## src/rtl/cache_dm_param.sv

```systemverilog
// cache_dm_param -- direct-mapped, write-through / no-write-allocate cache
// sitting between a single-outstanding CPU port and a handshaked backing memory.
//
// Parameters:
//   DW        data word width
//   AW        word address width
//   LINE_BITS log2 of the number of cache lines
//   BLK_BITS  log2 of the words per line (tag width = AW-LINE_BITS-BLK_BITS)
//
// Ports:
//   clk, reset            clock, asynchronous active-high reset
//   req, w, address, din  CPU request (sampled only while idle), write flag,
//                         word address, write data
//   dout, done            read data and its one-cycle completion pulse
//   busy                  high whenever an access is in progress
//   mem_addr, mem_rd, mem_wr, mem_wdata, mem_rdata, mem_ack
//                         backing-memory port; strobes held until mem_ack
//   hit_cnt, miss_cnt     saturating access statistics
//
// Build option: define CACHE_STATS_EN to enable hit/miss counters; without it
// hit_cnt and miss_cnt are tied to zero.
module cache_dm_param #(
  parameter int DW        = 8,
  parameter int AW        = 11,
  parameter int LINE_BITS = 2,
  parameter int BLK_BITS  = 3
) (
  input  logic          clk,
  input  logic          reset,
  input  logic          req,
  input  logic          w,
  input  logic [AW-1:0] address,
  input  logic [DW-1:0] din,
  output logic [DW-1:0] dout,
  output logic          done,
  output logic          busy,
  output logic [AW-1:0] mem_addr,
  output logic          mem_rd,
  output logic          mem_wr,
  output logic [DW-1:0] mem_wdata,
  input  logic [DW-1:0] mem_rdata,
  input  logic          mem_ack,
  output logic [15:0]   hit_cnt,
  output logic [15:0]   miss_cnt
);

  localparam int TAG_W = AW - LINE_BITS - BLK_BITS;
  localparam int LINES = 1 << LINE_BITS;
  localparam int WORDS = 1 << BLK_BITS;

  typedef enum logic [1:0] {IDLE, REFILL, WRITE, DONE} state_t;

  state_t state, state_n;

  logic [DW-1:0]    data_mem [LINES*WORDS];
  logic [TAG_W-1:0] tag_mem  [LINES];
  logic [LINES-1:0] valid;

  logic [AW-1:0]       addr_q;
  logic [DW-1:0]       din_q;
  logic                w_q;
  logic [BLK_BITS-1:0] cnt;

  logic [TAG_W-1:0]     in_tag, q_tag;
  logic [LINE_BITS-1:0] in_line, q_line;
  logic [BLK_BITS-1:0]  q_blk;
  logic                 lookup_hit, q_hit, accept, last_beat;

  assign in_tag  = address[AW-1:LINE_BITS+BLK_BITS];
  assign in_line = address[LINE_BITS+BLK_BITS-1:BLK_BITS];
  assign q_tag   = addr_q[AW-1:LINE_BITS+BLK_BITS];
  assign q_line  = addr_q[LINE_BITS+BLK_BITS-1:BLK_BITS];
  assign q_blk   = addr_q[BLK_BITS-1:0];

  assign lookup_hit = valid[in_line] && (tag_mem[in_line] == in_tag);
  // Tag/valid of the latched line cannot change during a write, so the hit
  // can be re-evaluated at the ack edge instead of being latched at accept.
  assign q_hit      = valid[q_line] && (tag_mem[q_line] == q_tag);
  assign last_beat  = (cnt == '1);
  assign busy       = (state != IDLE);

  always_ff @(posedge clk or posedge reset) begin
    if (reset) state <= IDLE;
    else       state <= state_n;
  end

  always_comb begin
    state_n   = state;
    accept    = 1'b0;
    mem_rd    = 1'b0;
    mem_wr    = 1'b0;
    mem_addr  = '0;
    mem_wdata = '0;
    case (state)
      IDLE: begin
        if (req) begin
          accept = 1'b1;
          if (w)               state_n = WRITE;
          else if (lookup_hit) state_n = DONE;
          else                 state_n = REFILL;
        end
      end
      REFILL: begin
        mem_rd   = 1'b1;
        mem_addr = {q_tag, q_line, cnt};
        if (mem_ack && last_beat) state_n = DONE;
      end
      WRITE: begin
        mem_wr    = 1'b1;
        mem_addr  = addr_q;
        mem_wdata = din_q;
        if (mem_ack) state_n = DONE;
      end
      DONE: state_n = IDLE;
      default: state_n = IDLE;
    endcase
  end

  // Control/datapath registers that reset clears.
  always_ff @(posedge clk or posedge reset) begin
    if (reset) begin
      valid  <= '0;
      cnt    <= '0;
      addr_q <= '0;
      din_q  <= '0;
      w_q    <= 1'b0;
      done   <= 1'b0;
      dout   <= '0;
    end else begin
      done <= 1'b0;
      case (state)
        IDLE: begin
          if (req) begin
            addr_q <= address;
            din_q  <= din;
            w_q    <= w;
            cnt    <= '0;
          end
        end
        REFILL: begin
          if (mem_ack) begin
            cnt <= cnt + 1'b1;
            // Valid only on the final beat, so an interrupted fill stays invalid.
            if (last_beat) valid[q_line] <= 1'b1;
          end
        end
        DONE: begin
          done <= 1'b1;
          dout <= w_q ? din_q : data_mem[{q_line, q_blk}];
        end
        default: ;
      endcase
    end
  end

  // Data and tag storage carry no reset.
  always_ff @(posedge clk) begin
    if (state == REFILL && mem_ack) begin
      data_mem[{q_line, cnt}] <= mem_rdata;
      if (last_beat) tag_mem[q_line] <= q_tag;
    end
    if (state == WRITE && mem_ack && q_hit)
      data_mem[{q_line, q_blk}] <= din_q;
  end

`ifdef CACHE_STATS_EN
  always_ff @(posedge clk or posedge reset) begin
    if (reset) begin
      hit_cnt  <= '0;
      miss_cnt <= '0;
    end else if (accept) begin
      if (lookup_hit) begin
        if (hit_cnt != '1) hit_cnt <= hit_cnt + 16'd1;
      end else begin
        if (miss_cnt != '1) miss_cnt <= miss_cnt + 16'd1;
      end
    end
  end
`else
  assign hit_cnt  = '0;
  assign miss_cnt = '0;
`endif

endmodule

```

## config.mk

```make
export PLATFORM = sky130hd
export DESIGN_NAME = cache_dm_param
export DESIGN_NICKNAME = d
export VERILOG_FILES = /design/src/rtl/cache_dm_param.sv
export SDC_FILE = /design/constraint.sdc
export NUM_CORES = 1
export LEC_CHECK = 0
export CAP_MARGIN = 0
export CORE_MARGIN = 3
export CORE_UTILIZATION = 40
export CTS_CLUSTER_SIZE = 20
export DETAILED_ROUTE_END_ITERATION = 16
export SLEW_MARGIN = 5
export SYNTH_ARGS = -nofsm -noshare
export SYNTH_HDL_FRONTEND = slang
export SYNTH_SLANG_ARGS = --single-unit
```

## constraint.sdc

```tcl
create_clock -name clk -period 3.6 [get_ports clk]
set_input_delay 0.72 -clock clk [delete_from_list [all_inputs] [get_ports clk]]
set_output_delay 0.72 -clock clk [all_outputs]
set_load 0.02 [all_outputs]
```

==> run_results.csv <==
group,metric,value,unit
yosys,yosysWarnings,0,
cts,clkTransAtPathRegs,0.06,ns
timing,period_minus_slack,3.203,ns
detailed_routing,met2_length,15.85,mm
setup_path,critPathKind,"reg2out",
cts,clock-sinks,318,
detailed_routing,num_vias,7653,
global_routing,track_usage,18.37,%
setup_path,cp_max_fo,8,
cts,cts_buffers,34,
timing,final_hold_viol_count,0,
setup_path,start_kind,"flip-flop",
run,maxCapViolCount,0,
pwr,switchingPower,3.972,mW
yosys,ys_types,42,
finish,antenna_cells,0,
detailed_routing,first_iter_violations,816,
setup_path,crit_required,2.88,ns
detailed_routing,via_per_inst,5.378,
hold_path,hold_class,"reg2reg",
run_status,outcome,"finished clean",
yosys,synth_top_family_by_area,"multiplexers",
timing,grt_setup_unrepaired,"false",
cts,clock_latency,0.51,ns
yosys,synthAdderAreaFrac,0.6332,%
floorplan,die_y,192.0,um
timing,tightest_slew,1.062,ns
yosys,syn_area,0.01383,mm^2
cts,cts_resized,0,
yosys,ys_async_sr_fraction,11.95,%
yosys,ys_seq_elements,318,
hold_path,hp-start,"valid[3]$_DFFE_PP0P_",
finish,fin_nets,989,
placement,placed_cells,1362,
cts,htree_levels,2,
floorplan,rows,67,
floorplan,core_area,0.03378,mm^2
finish,fin_util,48.39,%
detailed_routing,top_layer,"met4",
setup_path,critPathArrivalTime,2.48,ns
pwr,combPwrFrac,32.0,%
cts,cts.hold.buffers_added,0,
timing,timing.final.max_slew_violations,0,
pwr,pwr-share-clk,28.8,%
global_routing,grt_pass1_vias,7693,
finish,drive_above_1_share,21.95,%
placement,routabilityCongestion,0.8732,
cts,cts_max_path_buffers,3,
detailed_routing,drtAntennaViolNets,0,
placement,numPortBuffers,62,
yosys,synth.avg_cell_area,16.59,um^2
global_routing,grt_pass1_wl,49.57,mm
pwr,leakagePower,5.492,nW
yosys,synth_mux_area_share,18.04,%
floorplan,die_x,192.0,um
timing,fin_crit_sh,88.97,%
cts,cts_tree,"built",
pwr,switching_share,32.58,%
detailed_routing,wl_per_cell,23.40,um
floorplan,start_util,40.94,%
yosys,synth-simple-area-share,6.033,%
floorplan,dieArea,0.03685,mm^2
yosys,syn-instance-count,834,
pwr,max-vdd-ir-drop,0.3753,mV
global_routing,overflow,0,
pwr,p_int,8.221,mW
timing,slew_headroom,28.76,%
finish,final_cells,1423,
finish,syn2layout_area_growth,18.20,%
yosys,synth-xor-area-share,0.7598,%
global_routing,antenna_found_initial,1,
detailed_routing,drcViolationCount,0,
yosys,synth-main-ff-cell,"edfxtp_1",
timing,finalSetupTns,0,ns
pwr,p_per_area,745.8,mW/mm^2
setup_path,crit_path_start,"state[0]$_DFFE_PP0P_",
floorplan,io_pins,95,
detailed_routing,wl_met3,2.133,mm
yosys,synth_compound_area_share,3.492,%
placement,dp_hpwl,22.44,mm
detailed_routing,wl,33.30,mm
timing,skew,0.01355,ns
timing,hold_slack,0.5009,ns
timing,setup_viol,0,
setup_path,cp-end-kind,"primary output",
setup_path,reg2reg_from,"addr_q[3]$_DFFE_PP0P_",
detailed_routing,wl_met1,14.24,mm
yosys,ys_seq_area_share,67.66,%
cts,cts_setup_buffers,0,
detailed_routing,drtPass1Iterations,5,
finish,fill_cells,2868,
timing,max_freq,312.2,MHz
pwr,seqPwrFrac,39.2,%
cts,clockRootBuffer,"clkbuf_16",
global_routing,grt_max_degree,41,
yosys,synth-edff-count,280,
## cells in the mapped netlist (8+ instances only)
| cell | number | area [um^2] |
|---|---|---|
| nand2_1 | 72 | 270.3 |
| edfxtp_1 | 280 | 8408 |
| mux2_2 | 22 | 247.7 |
| o21ai_0 | 9 | 45.04 |
| xnor2_1 | 10 | 87.58 |
| buf_2 | 14 | 70.07 |
| nand3_1 | 26 | 130.1 |
| mux2i_1 | 67 | 670.6 |
| clkbuf_1 | 30 | 112.6 |
| a22oi_1 | 15 | 112.6 |
| and2_1 | 17 | 106.4 |
| mux2_1 | 8 | 90.09 |
| mux4_2 | 66 | 1486 |
| a21oi_1 | 19 | 95.09 |
| nor2_1 | 28 | 105.1 |
| inv_1 | 8 | 30.03 |
| nor2b_1 | 10 | 62.56 |
| nand3b_1 | 8 | 60.06 |
| buf_4 | 32 | 240.2 |
| dfrtp_1 | 38 | 950.9 |
## kinds of logic (layout without fill, tap and decap cells)
group | after synthesis | count (layout)
AO/OA/AOI/OAI | 70 | 70
adder cells (fa/ha/maj) | 7 | 7
other | 1 | 32
buffers and inverters | 87 | 197
multiplexers | 163 | 163
XOR/XNOR | 12 | 12
AND/OR/NAND/NOR | 176 | 176
flip-flops | 318 | 318
## cells in the final DEF (no fill, tap or decap), types with 28 or more instances in the layout
cell type	netlist	final
dfrtp_1	38	36
clkbuf_16	0	35
clkdlybuf4s50_1	0	62
mux4_2	66	66
nor2_1	28	28
buf_4	32	64
nand2_1	72	72
mux2i_1	67	67
conb_1	1	32
edfxtp_1	280	280
## critical path: stages (launching register included)
cell             delay (ns)
dfrtp_1                0.42
inv_1                  0.12
ha_1                   0.36
o21a_1                 0.31
and2_1                 0.17
clkdlybuf4s50_1        0.60
## final cells by class
| type | count | area [um^2] | area share [%] |
|---|---|---|---|
| clock buffers | 43 | 905.9 | 5.541 |
| clock inverters | 18 | 214.0 | 1.309 |
| inverters | 8 | 30.03 | 0.1837 |
| multi-input cells | 460 | 4134 | 25.29 |
| flip-flops and latches | 318 | 9364 | 57.27 |
| well taps | 448 | 560.5 | 3.428 |
| repair buffers | 128 | 1141 | 6.979 |
## sequential cells by signal, indices dropped and copies added, names as in the netlist
signal	count
state	2
data_mem	256
w_q	1
tag_mem	24
done	1
din_q	8
addr_q	11
dout	8
cnt	3
valid	4
## power by group through the flow
stage	combinational [mW]	clock [mW]	sequential, mW
2_1_floorplan	2.69	0	4.57
3_3_place_gp	3.88	0	4.88
3_5_place_dp	3.90	0	4.88
4_1_cts	3.92	3.59	4.80
5_1_grt	4.18	3.74	4.84
6_report	3.90	3.51	4.78
## per-stage QoR
step / setup WS, ns / power (mW) / area [um^2]
floorplan: 0.7381 / 7.264 / 13950
global placement: 0.4543 / 8.760 / 15230
detailed placement: 0.4603 / 8.776 / 15230
CTS: 0.3727 / 12.30 / 16350
global route: 0.2124 / 12.76 / 16350
finish: 0.3970 / 12.19 / 16350
## final timing paths
kind / slack (ns) / depth (start not counted) / endpoint
worst max-delay path: 0.40 / 5 / mem_addr[4]
worst min-delay path: 0.50 / 1 / valid[3]$_DFFE_PP0P_
worst max register to register: 0.48 / 7 / data_mem[23][6]$_DFFE_PP_
worst min register to register: 0.50 / 1 / valid[3]$_DFFE_PP0P_
max in group asynchronous: 2.23 / 3 / addr_q[0]$_DFFE_PP0P_
min in group asynchronous: 0.66 / 2 / addr_q[8]$_DFFE_PP0P_
## per-layer routing
metal | vias up | global-route usage (%)
met3 | 62 | 2.975
met4 | 0 | 6.040
li1 | 3402 | -
met1 | 3887 | 25.35
met2 | 302 | 29.92
met5 | - | 0
Note: power is estimated with default switching activity, not from simulation.
